===== src/rtl/data_write_buffer.sv =====
// data_write_buffer
//   Posted-write buffer between the L1 data cache memory-side bus and L2/main
//   memory. Cache writes are absorbed into a DEPTH-entry FIFO. Each write is
//   accepted in one cycle unless the FIFO is full. The FIFO drains to memory
//   in order. A read goes to memory only after every older write has drained,
//   so a read always sees the data of earlier writes (read-after-write order).
//
// Optional build macro: DATA_WRITE_BUFFER_FORWARD_EN
//   When this macro is defined, a read that hits the newest FIFO entry for its
//   address is served from the FIFO in the same cycle. That entry must have
//   all byte enables set.
//
// Ports
//   i_clock, i_reset           clock; synchronous active-high reset
//   i_addr/i_we/i_re/i_be/i_wdata  upstream (cache) request
//   o_rdata, o_busy            upstream read data / stall
//   o_mem_*                    registered memory request (addr, we, re, be, wdata)
//   i_mem_rdata, i_mem_busy    memory read data / stall
//   o_dbg_state, o_dbg_count   FSM state and FIFO occupancy for observation
//
// Handshake: the upstream request is held stable while o_busy=1. The request
//   is taken in the first cycle where o_busy=0. A memory request completes in
//   the cycle where its strobe is 1 and i_mem_busy=0. If i_we and i_re are
//   both 1, the request is treated as a write.
module data_write_buffer #(
  parameter int ADDR_WIDTH = 32,
  parameter int DATA_WIDTH = 32,
  parameter int DEPTH      = 4
) (
  input  logic                          i_clock,
  input  logic                          i_reset,
  input  logic [ADDR_WIDTH-1:0]         i_addr,
  input  logic                          i_we,
  input  logic                          i_re,
  input  logic [DATA_WIDTH/8-1:0]       i_be,
  input  logic [DATA_WIDTH-1:0]         i_wdata,
  output logic [DATA_WIDTH-1:0]         o_rdata,
  output logic                          o_busy,
  output logic [ADDR_WIDTH-1:0]         o_mem_addr,
  output logic                          o_mem_we,
  output logic                          o_mem_re,
  output logic [DATA_WIDTH/8-1:0]       o_mem_be,
  output logic [DATA_WIDTH-1:0]         o_mem_wdata,
  input  logic [DATA_WIDTH-1:0]         i_mem_rdata,
  input  logic                          i_mem_busy,
  output logic [1:0]                    o_dbg_state,
  output logic [$clog2(DEPTH):0]        o_dbg_count
);

  localparam int BE_W  = DATA_WIDTH / 8;
  localparam int PTR_W = $clog2(DEPTH);
  localparam logic [PTR_W:0] FULL = (PTR_W+1)'(DEPTH);
  localparam logic [PTR_W:0] ONE  = (PTR_W+1)'(1);

  typedef enum logic [1:0] {IDLE = 2'd0, WRITE = 2'd1, READ = 2'd2, RDONE = 2'd3} state_t;

  state_t                 state_q, state_d;
  logic [PTR_W-1:0]       head_q, tail_q, head_nxt;
  logic [PTR_W:0]         count_q;
  logic                   push, pop;

  logic [ADDR_WIDTH-1:0]  fifo_addr [DEPTH];
  logic [BE_W-1:0]        fifo_be   [DEPTH];
  logic [DATA_WIDTH-1:0]  fifo_data [DEPTH];

  logic [ADDR_WIDTH-1:0]  mem_addr_d;
  logic                   mem_we_d, mem_re_d;
  logic [BE_W-1:0]        mem_be_d;
  logic [DATA_WIDTH-1:0]  mem_wdata_d;
  logic [DATA_WIDTH-1:0]  rdata_q, rdata_d;

  logic                   fwd_hit;
  logic [DATA_WIDTH-1:0]  fwd_data;

  assign head_nxt = head_q + PTR_W'(1);

  // The head write leaves the FIFO when its memory transfer completes.
  assign pop  = (state_q == WRITE) && o_mem_we && !i_mem_busy;
  // A slot freed by pop in the same cycle can take the incoming write.
  assign push = i_we && ((count_q != FULL) || pop);

`ifdef DATA_WRITE_BUFFER_FORWARD_EN
  logic                   fwd_match, fwd_full;
  logic [PTR_W-1:0]       fwd_idx;

  // Scan the entries from oldest to newest. The last match found is the
  // newest write to that address, so it decides whether forwarding is
  // possible.
  always_comb begin
    fwd_match = 1'b0;
    fwd_full  = 1'b0;
    fwd_data  = '0;
    fwd_idx   = head_q;
    for (int k = 0; k < DEPTH; k++) begin
      fwd_idx = head_q + PTR_W'(k);
      if (((PTR_W+1)'(k) < count_q) && (fifo_addr[fwd_idx] == i_addr)) begin
        fwd_match = 1'b1;
        fwd_full  = &fifo_be[fwd_idx];
        fwd_data  = fifo_data[fwd_idx];
      end
    end
    fwd_hit = i_re && !i_we && fwd_match && fwd_full &&
              ((state_q == IDLE) || (state_q == WRITE));
  end
`else
  assign fwd_hit  = 1'b0;
  assign fwd_data = '0;
`endif

  assign o_rdata     = fwd_hit ? fwd_data : rdata_q;
  assign o_dbg_state = state_q;
  assign o_dbg_count = count_q;

  always_comb begin
    o_busy = 1'b0;
    if (i_we)      o_busy = !push;
    else if (i_re) o_busy = !((state_q == RDONE) || fwd_hit);
  end

  always_comb begin
    state_d     = state_q;
    mem_addr_d  = o_mem_addr;
    mem_we_d    = o_mem_we;
    mem_re_d    = o_mem_re;
    mem_be_d    = o_mem_be;
    mem_wdata_d = o_mem_wdata;
    rdata_d     = rdata_q;
    case (state_q)
      IDLE: begin
        // Pending writes always go before a read.
        if (count_q != '0) begin
          state_d     = WRITE;
          mem_we_d    = 1'b1;
          mem_re_d    = 1'b0;
          mem_addr_d  = fifo_addr[head_q];
          mem_be_d    = fifo_be[head_q];
          mem_wdata_d = fifo_data[head_q];
        end else if (i_re && !i_we) begin
          state_d    = READ;
          mem_re_d   = 1'b1;
          mem_we_d   = 1'b0;
          mem_addr_d = i_addr;
          mem_be_d   = '1;
        end
      end
      WRITE: begin
        if (pop) begin
          if (count_q > ONE) begin
            mem_addr_d  = fifo_addr[head_nxt];
            mem_be_d    = fifo_be[head_nxt];
            mem_wdata_d = fifo_data[head_nxt];
          end else if (push) begin
            // The only remaining entry is the one being pushed now. Its
            // storage is not written yet, so take it from the inputs.
            mem_addr_d  = i_addr;
            mem_be_d    = i_be;
            mem_wdata_d = i_wdata;
          end else begin
            state_d  = IDLE;
            mem_we_d = 1'b0;
          end
        end
      end
      READ: begin
        if (o_mem_re && !i_mem_busy) begin
          state_d  = RDONE;
          mem_re_d = 1'b0;
          rdata_d  = i_mem_rdata;
        end
      end
      RDONE:   state_d = IDLE;
      default: state_d = IDLE;
    endcase
  end

  always_ff @(posedge i_clock) begin
    if (i_reset) begin
      state_q     <= IDLE;
      head_q      <= '0;
      tail_q      <= '0;
      count_q     <= '0;
      o_mem_addr  <= '0;
      o_mem_we    <= 1'b0;
      o_mem_re    <= 1'b0;
      o_mem_be    <= '0;
      o_mem_wdata <= '0;
      rdata_q     <= '0;
    end else begin
      state_q     <= state_d;
      o_mem_addr  <= mem_addr_d;
      o_mem_we    <= mem_we_d;
      o_mem_re    <= mem_re_d;
      o_mem_be    <= mem_be_d;
      o_mem_wdata <= mem_wdata_d;
      rdata_q     <= rdata_d;
      if (push) tail_q <= tail_q + PTR_W'(1);
      if (pop)  head_q <= head_nxt;
      case ({push, pop})
        2'b10:   count_q <= count_q + ONE;
        2'b01:   count_q <= count_q - ONE;
        default: count_q <= count_q;
      endcase
    end
  end

  // FIFO storage needs no reset, because the occupancy count marks which
  // entries are valid.
  always_ff @(posedge i_clock) begin
    if (push) begin
      fifo_addr[tail_q] <= i_addr;
      fifo_be[tail_q]   <= i_be;
      fifo_data[tail_q] <= i_wdata;
    end
  end

endmodule


===== config.mk =====
export PLATFORM = sky130hd
export DESIGN_NAME = data_write_buffer
export DESIGN_NICKNAME = d
export VERILOG_FILES = /design/src/rtl/data_write_buffer.sv
export SDC_FILE = /design/constraint.sdc
export NUM_CORES = 1
export LEC_CHECK = 0
export CORE_MARGIN = 2
export CORE_UTILIZATION = 30
export CTS_CLUSTER_DIAMETER = 100
export DETAILED_ROUTE_END_ITERATION = 6
export DONT_BUFFER_PORTS = 1
export PLACE_DENSITY = 0.52
export SKIP_LAST_GASP = 1
export SLEW_MARGIN = 20
export SYNTH_ARGS = -nofsm -noshare
export SYNTH_HDL_FRONTEND = slang
export SYNTH_SLANG_ARGS = --single-unit

===== constraint.sdc =====
create_clock -name i_clock -period 8.6 [get_ports i_clock]
set_input_delay 1.72 -clock i_clock [delete_from_list [all_inputs] [get_ports i_clock]]
set_output_delay 1.72 -clock i_clock [all_outputs]
set_load 0.01 [all_outputs]

# --- Yosys cells after proc, flatten, opt, wreduce, memory -nomap -nowiden ---
# Memory sizes are Yosys's and may differ from the RTL's. A register that Yosys moved wholly into a read port is not among the register bits.
# Cells that the tools add are included.
word_totals:
  regBits: 111
  ramBits: 272
  inputBits: 105
  output_inout_bits: 108
  wordCells: 97
  memories: 3
classes:
  add_sub_neg: 4
  order_cmp: 1
  eq_ne: 13
  mux: 45
  reduce_logical: 21
mem_list:
  columns: ["memory", "depth", "width", "read_ports", "rd_ports_with_merged_regs", "write_ports", "line", "text"]
  rows:
  - ["fifo_addr", 4, 32, 2, 1, 1, "62", "logic [ADDR_WIDTH-1:0] fifo_addr [DEPTH];"]
  - ["fifo_data", 4, 32, 2, 1, 1, "64", "logic [DATA_WIDTH-1:0] fifo_data [DEPTH];"]
  - ["fifo_be", 4, 4, 2, 1, 1, "63", "logic [BE_W-1:0] fifo_be [DEPTH];"]
op_table:
  columns: ["operator", "count"]
  rows:
  - ["two-way mux 32 bit", 9]
  - ["one-hot mux 32 bit (2 select lines)", 2]
  - ["two-way mux 2 bit", 12]
  - ["two-way mux 4 bit", 5]
  - ["two-way mux 1 bit", 12]
  - ["inequality test 2 bit, second input constant", 5]
  - ["AND reduction 5 bit", 2]
  - ["one-hot mux 2 bit (4 select lines)", 1]
  - ["one-hot mux 4 bit (2 select lines)", 1]
  - ["AND reduction 4 bit", 2]
  - ["== test 2 bit, second input constant", 3]
  - ["inequality test 3 bit, second input constant", 2]
  - ["one-hot mux 3 bit (2 select lines)", 1]
  - ["nonzero test 2 bit", 3]
  - ["logical AND 1 bit", 5]
  - ["adder 2 x 1 -> 2 bit, second input constant", 2]
  - ["== test 2 x 1 -> 1 bit, second input constant", 2]
  - ["zero test 1 bit", 4]
  - ["one-hot mux 1 bit (2 select lines)", 2]
  - ["adder 3 x 1 -> 3 bit, second input constant", 1]
  - ["> comparator 3 x 1 -> 1 bit, second input constant", 1]
  - ["inequality test 3 x 2 -> 1 bit, second input constant", 1]
  - ["AND reduction 3 bit", 1]
  - ["nonzero test 3 bit", 1]
  - ["other kinds (4)", 4]

# --- Logic depth before layout (Yosys ltp) ---
# Gate-level depths: netlist of run 1.
depth:
  ltp_word: 9
  mapped_depth: 9
  ltp_nobuf: 7

# --- Least setup slack after synthesis of run 1 ---
# OpenSTA, ideal clock, no wires.
synth_path:
  path_kind: "in2reg"
  startpoint: "in i_mem_busy"
  endpoint: "mem fifo_addr[0][0] (enable)"
  setup_ns: 0.433
  t_arrival_ns: 3.902
  t_required_ns: 8.167
  path_slack_ns: 4.264
  cell_stages: 3
  path_buffers: 0
  path_cell_list: "and4bb_2 > o21a_1 > and2_1"
synth_via:
  elab_chain_len: 6
synth_lines:
  columns: ["element", "line", "text"]
  rows:
  - ["start: declaration", "45", "input logic i_mem_busy,"]
  - ["zero test 1 bit", "78", "assign pop = (state_q == WRITE) && o_mem_we && !i_mem_busy;"]
  - ["logical AND 1 bit", "78", null]
  - ["logical OR 1 bit", "80", "assign push = i_we && ((count_q != FULL) || pop);"]
  - ["logical AND 1 bit", "80", null]
  - ["two-way mux 1 bit", "209", "if (push) begin"]
  - ["two-way mux 1 bit (implied by the code)", "210", "fifo_addr[tail_q] <= i_addr;"]
  - ["end: declaration", "62", null]
# No other way between the ends.

# --- Worst setup path in the final report of run 1 ---
layout_path:
  startpoint: "in i_mem_busy"
  endpoint: "out o_busy"
layout_via:
  elab_chain_len: 6
layout_lines:
  columns: ["element", "line", "text"]
  rows:
  - ["zero test 1 bit", "78", null]
  - ["logical AND 1 bit", "78", null]
  - ["logical OR 1 bit", "80", null]
  - ["logical AND 1 bit", "80", null]
  - ["zero test 1 bit", "116", "if (i_we) o_busy = !push;"]
  - ["two-way mux 1 bit", "116", null]
  - ["end: declaration", "38", "output logic o_busy,"]
# No other way between the ends.

==> impl_metrics.py, run 1 <==
metrics = {
    "logic_synthesis": {
        "synthTopCellsByArea": "edfxtp_1, mux4_2, dfxtp_1",
        "synth_top_area_cell": "edfxtp_1",
        "synth_area_per_cell_um2": 15.4,
        "synth_edf_count": 272,
        "synth_top_area_share_pct": 49.4,
        "syn_area_um2": 16500,
        "ys.flop_type": "edfxtp_1",
        "synth_seq_area_share_pct": 63.1,
        "async_reset_ff_share_pct": 0,
        "synthesis.nets": 1189,
        "synth_cell_types": 41,
        "syn_inst": 1076,
        "ys_ff_latch": 385,
        "yosysWarnings": 0,
    },
    "critical_path": {
        "critPathCaptureType": "output pin",
        "crit_fanout": 12,
        "crit_type": "input pin to output pin",
        "required_ns": 6.88,
        "arrival_ns": 2.55,
        "startpoint_type": "input pin",
    },
    "clocking": {
        "clk_path_buf_depth": 3,
        "cts_sinks": 385,
        "cts_hold_buf": 0,
        "cts_buffers": 46,
        "cts.clk_slew.worst_paths_ns": 0.06,
        "cts_setup_buffers": 0,
        "insertion_delay_ns": 0.57,
        "htree_levels": 2,
        "cts_root_buffer": "clkbuf_16",
        "ctsResizeCount": 0,
        "cts_tree": "done",
    },
    "grt": {
        "use_met2_pct": 25.4,
        "grt_max_degree": 83,
        "use_met1_pct": 18.6,
        "overflow": 0,
        "antenna_found_initial": 0,
        "grt.busiest_layer": "met2",
        "grt_pass1_wl_um": 64200,
        "grt.total_usage_pct": 14.9,
        "grt_pass1_vias": 9934,
        "use_met3_pct": 4.03,
    },
    "sta": {
        "skew_ns": 0.0143,
        "post-route-worst-setup-slack_ns": 4.33,
        "slew-limit-headroom_pct": 27.2,
        "grt_setup_unrepaired": "no",
        "hold_violations": 0,
        "slew_viol_final": 0,
        "finalSetupViolCount": 0,
        "holdWs_ns": 0.497,
        "max_freq_mhz": 234,
        "fin_crit_sh_pct": 49.7,
        "fin_tns_setup_ns": 0,
        "tightest_slew_ns": 1.09,
        "period_needed_ns": 4.27,
    },
    "placed_design": {
        "dpl_cell_area_um2": 17200,
        "place_congestion": 0.651,
        "pre_cts_ws_ns": 4.34,
        "portBuffers": 0,
        "hpwl_um": 24000,
    },
    "power": {
        "seqPwrFrac_pct": 46.6,
        "swShare_pct": 27.3,
        "cellPowerDensity_nw_per_um2": 266,
        "clock_power_share_pct": 40.2,
        "netSwitchingPower_mw": 1.36,
        "ir_drop_mv": 0.152,
        "internal_power_mw": 3.62,
        "leakage_nw": 5.82,
        "comb_power_share_pct": 13.2,
    },
    "routing": {
        "drtIter0Drc": 931,
        "drt-vias-per-instance": 5.34,
        "ant_nets": 0,
        "vias": 9569,
        "wl_per_cell_um": 23.9,
        "drc": 0,
        "drt_pass1_iterations": 6,
        "wirelength_um": 42700,
    },
    "cells_and_area": {
        "final_common_cell": "edfxtp_1",
        "drive_above_1_share_pct": 22.5,
        "most-common-layout-cells": "edfxtp_1, nand2_1, mux4_2",
        "regArea_um2": 10400,
        "fin_area_um2": 18700,
        "syn_to_final_growth_pct": 13.3,
        "antenna_cells": 0,
        "multi_input_area_um2": 5710,
        "nets": 1162,
        "fill_cells": 5262,
    },
    "floorplanning": {
        "start_util_pct": 30.2,
        "pin_count": 213,
        "die_x_um": 239,
        "die_h_um": 239,
        "core_um2": 54800,
        "rows": 86,
        "fp.dieArea_um2": 57000,
    },
    "run": {
        "maxCapViolations": 0,
    },
    "status": {
        "status": "finished, final reports clean",
    },
    "hold_path": {
        "hold_path.class": "flip-flop to flip-flop",
    },
}
## cell usage after synthesis, drive strengths merged (4+ instances only)
master,count
a211o,4
a211oi,35
a21oi,50
a222oi,32
a22o,32
a31oi,31
and2,6
buf,47
clkbuf,43
dfxtp,113
edfxtp,272
ha,8
inv,6
mux4,136
nand2,145
nor2,86
## stage by stage
step	utilization, %	std cells	total power, mW
global route	34.2	1791	5.22
CTS	34.2	1791	5.06
finish	34.2	1791	4.98
detailed placement	31.4	1705	3.03
global placement	31.4	1705	3.02
floorplan	-	1076	2.82
## registers in the layout (all words and copies together), names as in the netlist, named ones only
register and cells:
fifo_addr 128, fifo_data 128, o_mem_addr 32, o_mem_wdata 32, o_rdata 32, fifo_be 16
o_mem_be 4, o_dbg_count 3, head_q 2, o_dbg_state 2, tail_q 2, o_mem_re 1
o_mem_we 1
## critical path, stage by stage
cell	delay, ns
and4bb_2	0.46
nor3_1	0.11
a31o_2	0.26
## layer usage
metal  up-vias  routed length [um]
met1      4926               17200
met5         -                   0
li1       4238                   -
met4         0                 664
met3        51                3230
met2       354               21600
## worst paths after layout
check	start	slack, ns	end	cells after the start
setup / recovery	i_mem_busy	4.33	o_busy	3
hold / removal	o_rdata[12]	0.50	o_rdata[12]	2
setup reg to reg	o_dbg_count[1]	5.50	o_mem_addr[20]	9
hold reg to reg	o_rdata[12]	0.50	o_rdata[12]	2
## kinds of logic (layout without fill, tap and decap cells)
family | after synthesis | in the layout | share of synthesized area [%]
multiplexers | 138 | 138 | 18.6
buffers and inverters | 96 | 107 | 2.81
AO/OA/AOI/OAI | 193 | 193 | 8.60
XOR/XNOR | 4 | 4 | 0.212
flip-flops | 385 | 385 | 63.1
adder cells (fa/ha/maj) | 8 | 8 | 0.605
AND/OR/NAND/NOR | 252 | 252 | 6.08
## power groups by stage
| stage | Sequential [mW] | Clock (mW) | Combinational (mW) |
|---|---|---|---|
| final | 2.32 | 2.00 | 0.656 |
| after CTS | 2.33 | 2.07 | 0.671 |
| after global routing | 2.34 | 2.14 | 0.735 |
| after detailed placement | 2.36 | 0 | 0.668 |
| after global placement | 2.36 | 0 | 0.661 |
| after floorplan | 2.31 | 0 | 0.506 |
## area by class of cell
cell class	instances	share of cell area [%]
Clock inverter	28	1.51
Sequential cell	385	55.7
Timing Repair Buffer	15	0.601
Multi-Input combinational cell	595	30.5
Inverter	6	0.120
Tap cell	704	4.70
Clock buffer	58	6.89
(Power assumes the default switching activity.)
==> inputs of run 2 (changes only) <==
Clock period 8.6 ns to 4.3 ns, I/O delays scaled along.
==> run 2 against run 1 <==
Effect of this change: clock power up 94%; die area is the same; sequential cell count unchanged; clock skew increased by 0.011 ns; total power increased by 98%; non-clock buffer count is 4 higher; critical path type is now flip-flop to output pin.
==> impl_metrics.py, run 2 (synthesis results as in run 1) <==
metrics = {
    "status": {
        "status": "finished, final reports clean",
    },
    "placed_design": {
        "portBuffers": 0,
        "hpwl_um": 25200,
        "place_congestion": 0.687,
        "dpl_cell_area_um2": 17300,
        "pre_cts_ws_ns": 1.26,
    },
    "clocking": {
        "cts.clk_slew.worst_paths_ns": 0.06,
        "insertion_delay_ns": 0.58,
        "cts_setup_buffers": 0,
        "cts_tree": "done",
        "cts_buffers": 43,
        "clk_path_buf_depth": 3,
        "cts_root_buffer": "clkbuf_16",
        "cts_hold_buf": 0,
        "cts_sinks": 385,
        "ctsResizeCount": 0,
        "htree_levels": 2,
    },
    "cells_and_area": {
        "fill_cells": 5198,
        "final_common_cell": "edfxtp_1",
        "top_regs": "fifo_addr: 128 flops, fifo_data: 128 flops",
        "multi_input_area_um2": 5710,
        "drive_above_1_share_pct": 22.9,
        "fin_area_um2": 18800,
        "nets": 1163,
        "antenna_cells": 0,
        "most-common-layout-cells": "edfxtp_1, nand2_1, mux4_2",
        "regArea_um2": 10400,
        "syn_to_final_growth_pct": 13.5,
    },
    "routing": {
        "wirelength_um": 42800,
        "drc": 0,
        "drtIter0Drc": 681,
        "wl_per_cell_um": 23.9,
        "drt_pass1_iterations": 7,
        "ant_nets": 0,
        "vias": 9530,
        "drt-vias-per-instance": 5.33,
    },
    "power": {
        "leakage_nw": 5.85,
        "p_total_mw": 9.85,
        "cellPowerDensity_nw_per_um2": 524,
        "ir_drop_mv": 0.295,
    },
    "floorplanning": {
        "fp.dieArea_um2": 57000,
        "core_um2": 54800,
        "die_x_um": 239,
        "start_util_pct": 30.2,
        "rows": 86,
        "die_h_um": 239,
        "pin_count": 213,
    },
    "grt": {
        "overflow": 0,
        "grt_pass1_vias": 9557,
        "grt_max_degree": 83,
        "grt_pass1_wl_um": 62900,
        "antenna_found_initial": 0,
        "grt.total_usage_pct": 14.8,
    },
    "sta": {
        "hold_violations": 0,
        "fin_tns_setup_ns": 0,
        "post-route-worst-setup-slack_ns": 1.44,
        "tightest_slew_ns": 1.10,
        "skew_ns": 0.0252,
        "max_freq_mhz": 350,
        "slew_viol_final": 0,
        "fin_crit_sh_pct": 66.5,
        "grt_setup_unrepaired": "no",
        "period_needed_ns": 2.86,
        "finalSetupViolCount": 0,
        "slew-limit-headroom_pct": 26.5,
    },
    "critical_path": {
        "max_stage_delay_ns": 0.60,
        "crit_fanout": 12,
        "cp_slowest_cell": "dfxtp_1",
        "rr_worst_depth": 4,
        "crit_type": "flip-flop to output pin",
        "critPathCaptureType": "output pin",
        "arrival_ns": 2.00,
        "required_ns": 3.44,
        "cp_cell_sequence": "and4bb_2 > nor3_1 > a31o_2",
        "startpoint_type": "flip-flop",
    },
    "hold_path": {
        "whs_path_depth": 1,
        "hold_path.class": "input pin to flip-flop",
    },
    "run": {
        "maxCapViolations": 0,
    },
}
## run 2: cell types whose count changed in the layout (fill, tap and decap cells not counted), moves of 2 or more
cell and delta:
buf_12 +5, buf_4 -2, clkbuf_1 -2, clkbuf_16 -6
clkbuf_8 +4, clkinv_1 -4, clkinv_2 +3, clkinvlp_4 -5
## run 2: layer usage
layer	up-vias	wire, um	GRT usage (%)
met1	4917	17000	18.0
met3	49	3410	4.63
met5	-	0	0
met2	313	21600	25.5
met4	0	695	4.00
li1	4251	-	-
## run 2: worst paths after layout
kind / startpoint / endpoint / slack [ns]
worst max-delay path: o_dbg_state[0] / o_busy / 1.44
worst min-delay path: i_reset / o_rdata[14] / 0.38
worst max register to register: o_dbg_state[0] / fifo_data[2][20] / 1.54
worst min register to register: o_rdata[23] / o_rdata[23] / 0.50
## run 2: worst max-delay path, delay by kind of cell, from the launching register on
kind	cells	cell delay [ns]
flops	1	0.60
compound gates	1	0.26
simple gates	2	0.58
## run 2: power breakdown
| group | internal (mW) | leakage (nW) | switching, mW |
|---|---|---|---|
| sequential | 4.32 | 3.43 | 0.363 |
| clock | 2.34 | 0.740 | 1.53 |
| combinational | 0.511 | 1.69 | 0.789 |
| total | 7.17 | 5.85 | 2.68 |
## run 2: final cells by class
type	instances	share of cell area, %
clock buffer	56	6.40
clock inverter	24	1.55
inverter	6	0.120
multi-input combinational	595	30.4
sequential	385	55.6
tap	704	4.69
timing repair buffer	19	1.20
## run 2: per-stage QoR
step                std cells  hold WS, ns  utilization, %
finish                   1789        0.376            34.3
global route             1789        0.338            34.3
CTS                      1789        0.328            34.3
detailed placement       1709        0.491            31.6
global placement         1708        0.487            31.5
floorplan                1076        0.481               -
==> inputs of run 3 (changes only) <==
Settings changed: PLACE_DENSITY 0.52 to 0.53.
Clock period 4.3 ns to 2.35 ns, I/O delays scaled along.
==> run 3 against run 2 <==
Effect of this change: wire length is 3.3% higher; largest power group unchanged; clock skew hardly changed; non-clock buffer count rose by 101; die area is the same; count of clock-buffer cells in the layout down 3; largest cell class unchanged; combinational power grew 120%; highest routed layer unchanged; register-to-register slack worse by 1.2 ns; utilization is 2.3 points higher; sequential share of layout area decreased by 3.4 points; critical path depth up 1.
==> impl_metrics.py, run 3 (synthesis results as in run 1) <==
metrics = {
    "status": {
        "status": "finished, final reports clean",
    },
    "power": {
        "p_total_mw": 18.4,
        "leakage_nw": 6.38,
        "ir_drop_mv": 0.580,
        "cellPowerDensity_nw_per_um2": 921,
    },
    "cells_and_area": {
        "layout.cells.non_filler": 1894,
        "final_util_pct": 36.6,
        "final_common_cell": "edfxtp_1",
        "most-common-layout-cells": "edfxtp_1, nand2_1, mux4_2",
        "top_regs": "fifo_addr: 128 flops, fifo_data: 128 flops",
        "syn_to_final_growth_pct": 21.0,
        "antenna_cells": 0,
        "nets": 1266,
        "drive_above_1_share_pct": 23.1,
    },
    "floorplanning": {
        "rows": 86,
        "core_um2": 54800,
        "start_util_pct": 30.2,
        "die_h_um": 239,
        "fp.dieArea_um2": 57000,
        "die_x_um": 239,
        "pin_count": 213,
    },
    "routing": {
        "drc": 0,
        "wl_per_cell_um": 23.3,
        "vias": 10100,
        "drtIter0Drc": 879,
        "wirelength_um": 44200,
        "ant_nets": 0,
        "drt_pass1_iterations": 6,
        "drt-vias-per-instance": 5.32,
    },
    "clocking": {
        "insertion_delay_ns": 0.57,
        "htree_levels": 2,
        "cts_sinks": 385,
        "clk_path_buf_depth": 3,
        "cts_buffers": 45,
        "cts_setup_buffers": 0,
        "cts.clk_slew.worst_paths_ns": 0.06,
        "cts_tree": "done",
        "cts_root_buffer": "clkbuf_16",
    },
    "sta": {
        "holdWs_ns": 0.0417,
        "hold_violations": 0,
        "fin_tns_setup_ns": 0,
        "tightest_slew_ns": 1.02,
        "slew_viol_final": 0,
        "max_freq_mhz": 450,
        "period_needed_ns": 2.22,
        "finalSetupViolCount": 0,
        "skew_ns": 0.0248,
        "grt_setup_unrepaired": "no",
        "slew-limit-headroom_pct": 31.9,
        "fin_crit_sh_pct": 94.5,
    },
    "grt": {
        "grt_pass1_wl_um": 66600,
        "grt_max_degree": 80,
        "grt.total_usage_pct": 15.6,
        "grt_pass1_vias": 10400,
        "antenna_found_initial": 0,
        "overflow": 0,
    },
    "placed_design": {
        "hpwl_um": 25000,
        "portBuffers": 0,
        "place_congestion": 0.700,
        "place_inst": 1732,
    },
    "critical_path": {
        "startpoint_type": "flip-flop",
        "critPathCaptureType": "output pin",
        "required_ns": 1.88,
        "arrival_ns": 1.75,
        "crit_fanout": 11,
        "reg2reg_slack_ns": 0.31,
        "crit_type": "flip-flop to output pin",
    },
    "run": {
        "maxCapViolations": 0,
    },
    "hold_path": {
        "hold_path.class": "input pin to flip-flop",
    },
}
-- run 3: metal layers --
layer | up-vias | GRT usage (%) | wire (um)
met2 | 376 | 26.4 | 21900
met1 | 5199 | 19.6 | 17900
met3 | 51 | 4.38 | 3710
met4 | 0 | 3.77 | 667
met5 | - | 0 | 0
li1 | 4451 | - | -
-- run 3: cell type report --
class	count	area, um2
clock buffer	53	1230
clock inverter	31	297
fill	5126	34800
inverter	6	22.5
multi-input combinational	595	5710
sequential	385	10400
tap	704	881
timing repair buffer	120	1440
-- run 3: what timing repair did --
item	CTS	global route
setup endpoints to repair	0	1
hold buffers	78	0
gates resized for setup	0	1
hold endpoints to repair	352	0
-- run 3: final timing paths --
kind / end / cells past startpoint / startpoint
setup reg to reg: o_mem_addr[5] / 8 / o_dbg_count[1]
hold reg to reg: o_rdata[12] / 2 / o_rdata[12]
hold / removal: o_rdata[30] / 2 / i_mem_rdata[30]
setup / recovery: o_busy / 4 / o_dbg_state[1]
-- run 3: worst max-delay path: stages, from the launching register on --
cell and delay, ns:
dfxtp_2 0.37, and4bb_2 0.25, buf_4 0.18, nor3_1 0.21
a31o_2 0.18
-- run 3: power breakdown --
part           switching (mW)  internal (mW)  total [mW]
clock network            2.84           4.30        7.14
logic                    1.64           1.17        2.81
registers               0.590           7.90        8.49
-- run 3: per-stage QoR --
stage	setup slack, ns	cell area [um2]
2_1_floorplan	-0.0564	16500
3_3_place_gp	0.309	17700
3_5_place_dp	0.293	17700
4_1_cts	0.0443	20000
5_1_grt	0.00277	20000
6_report	0.129	20000
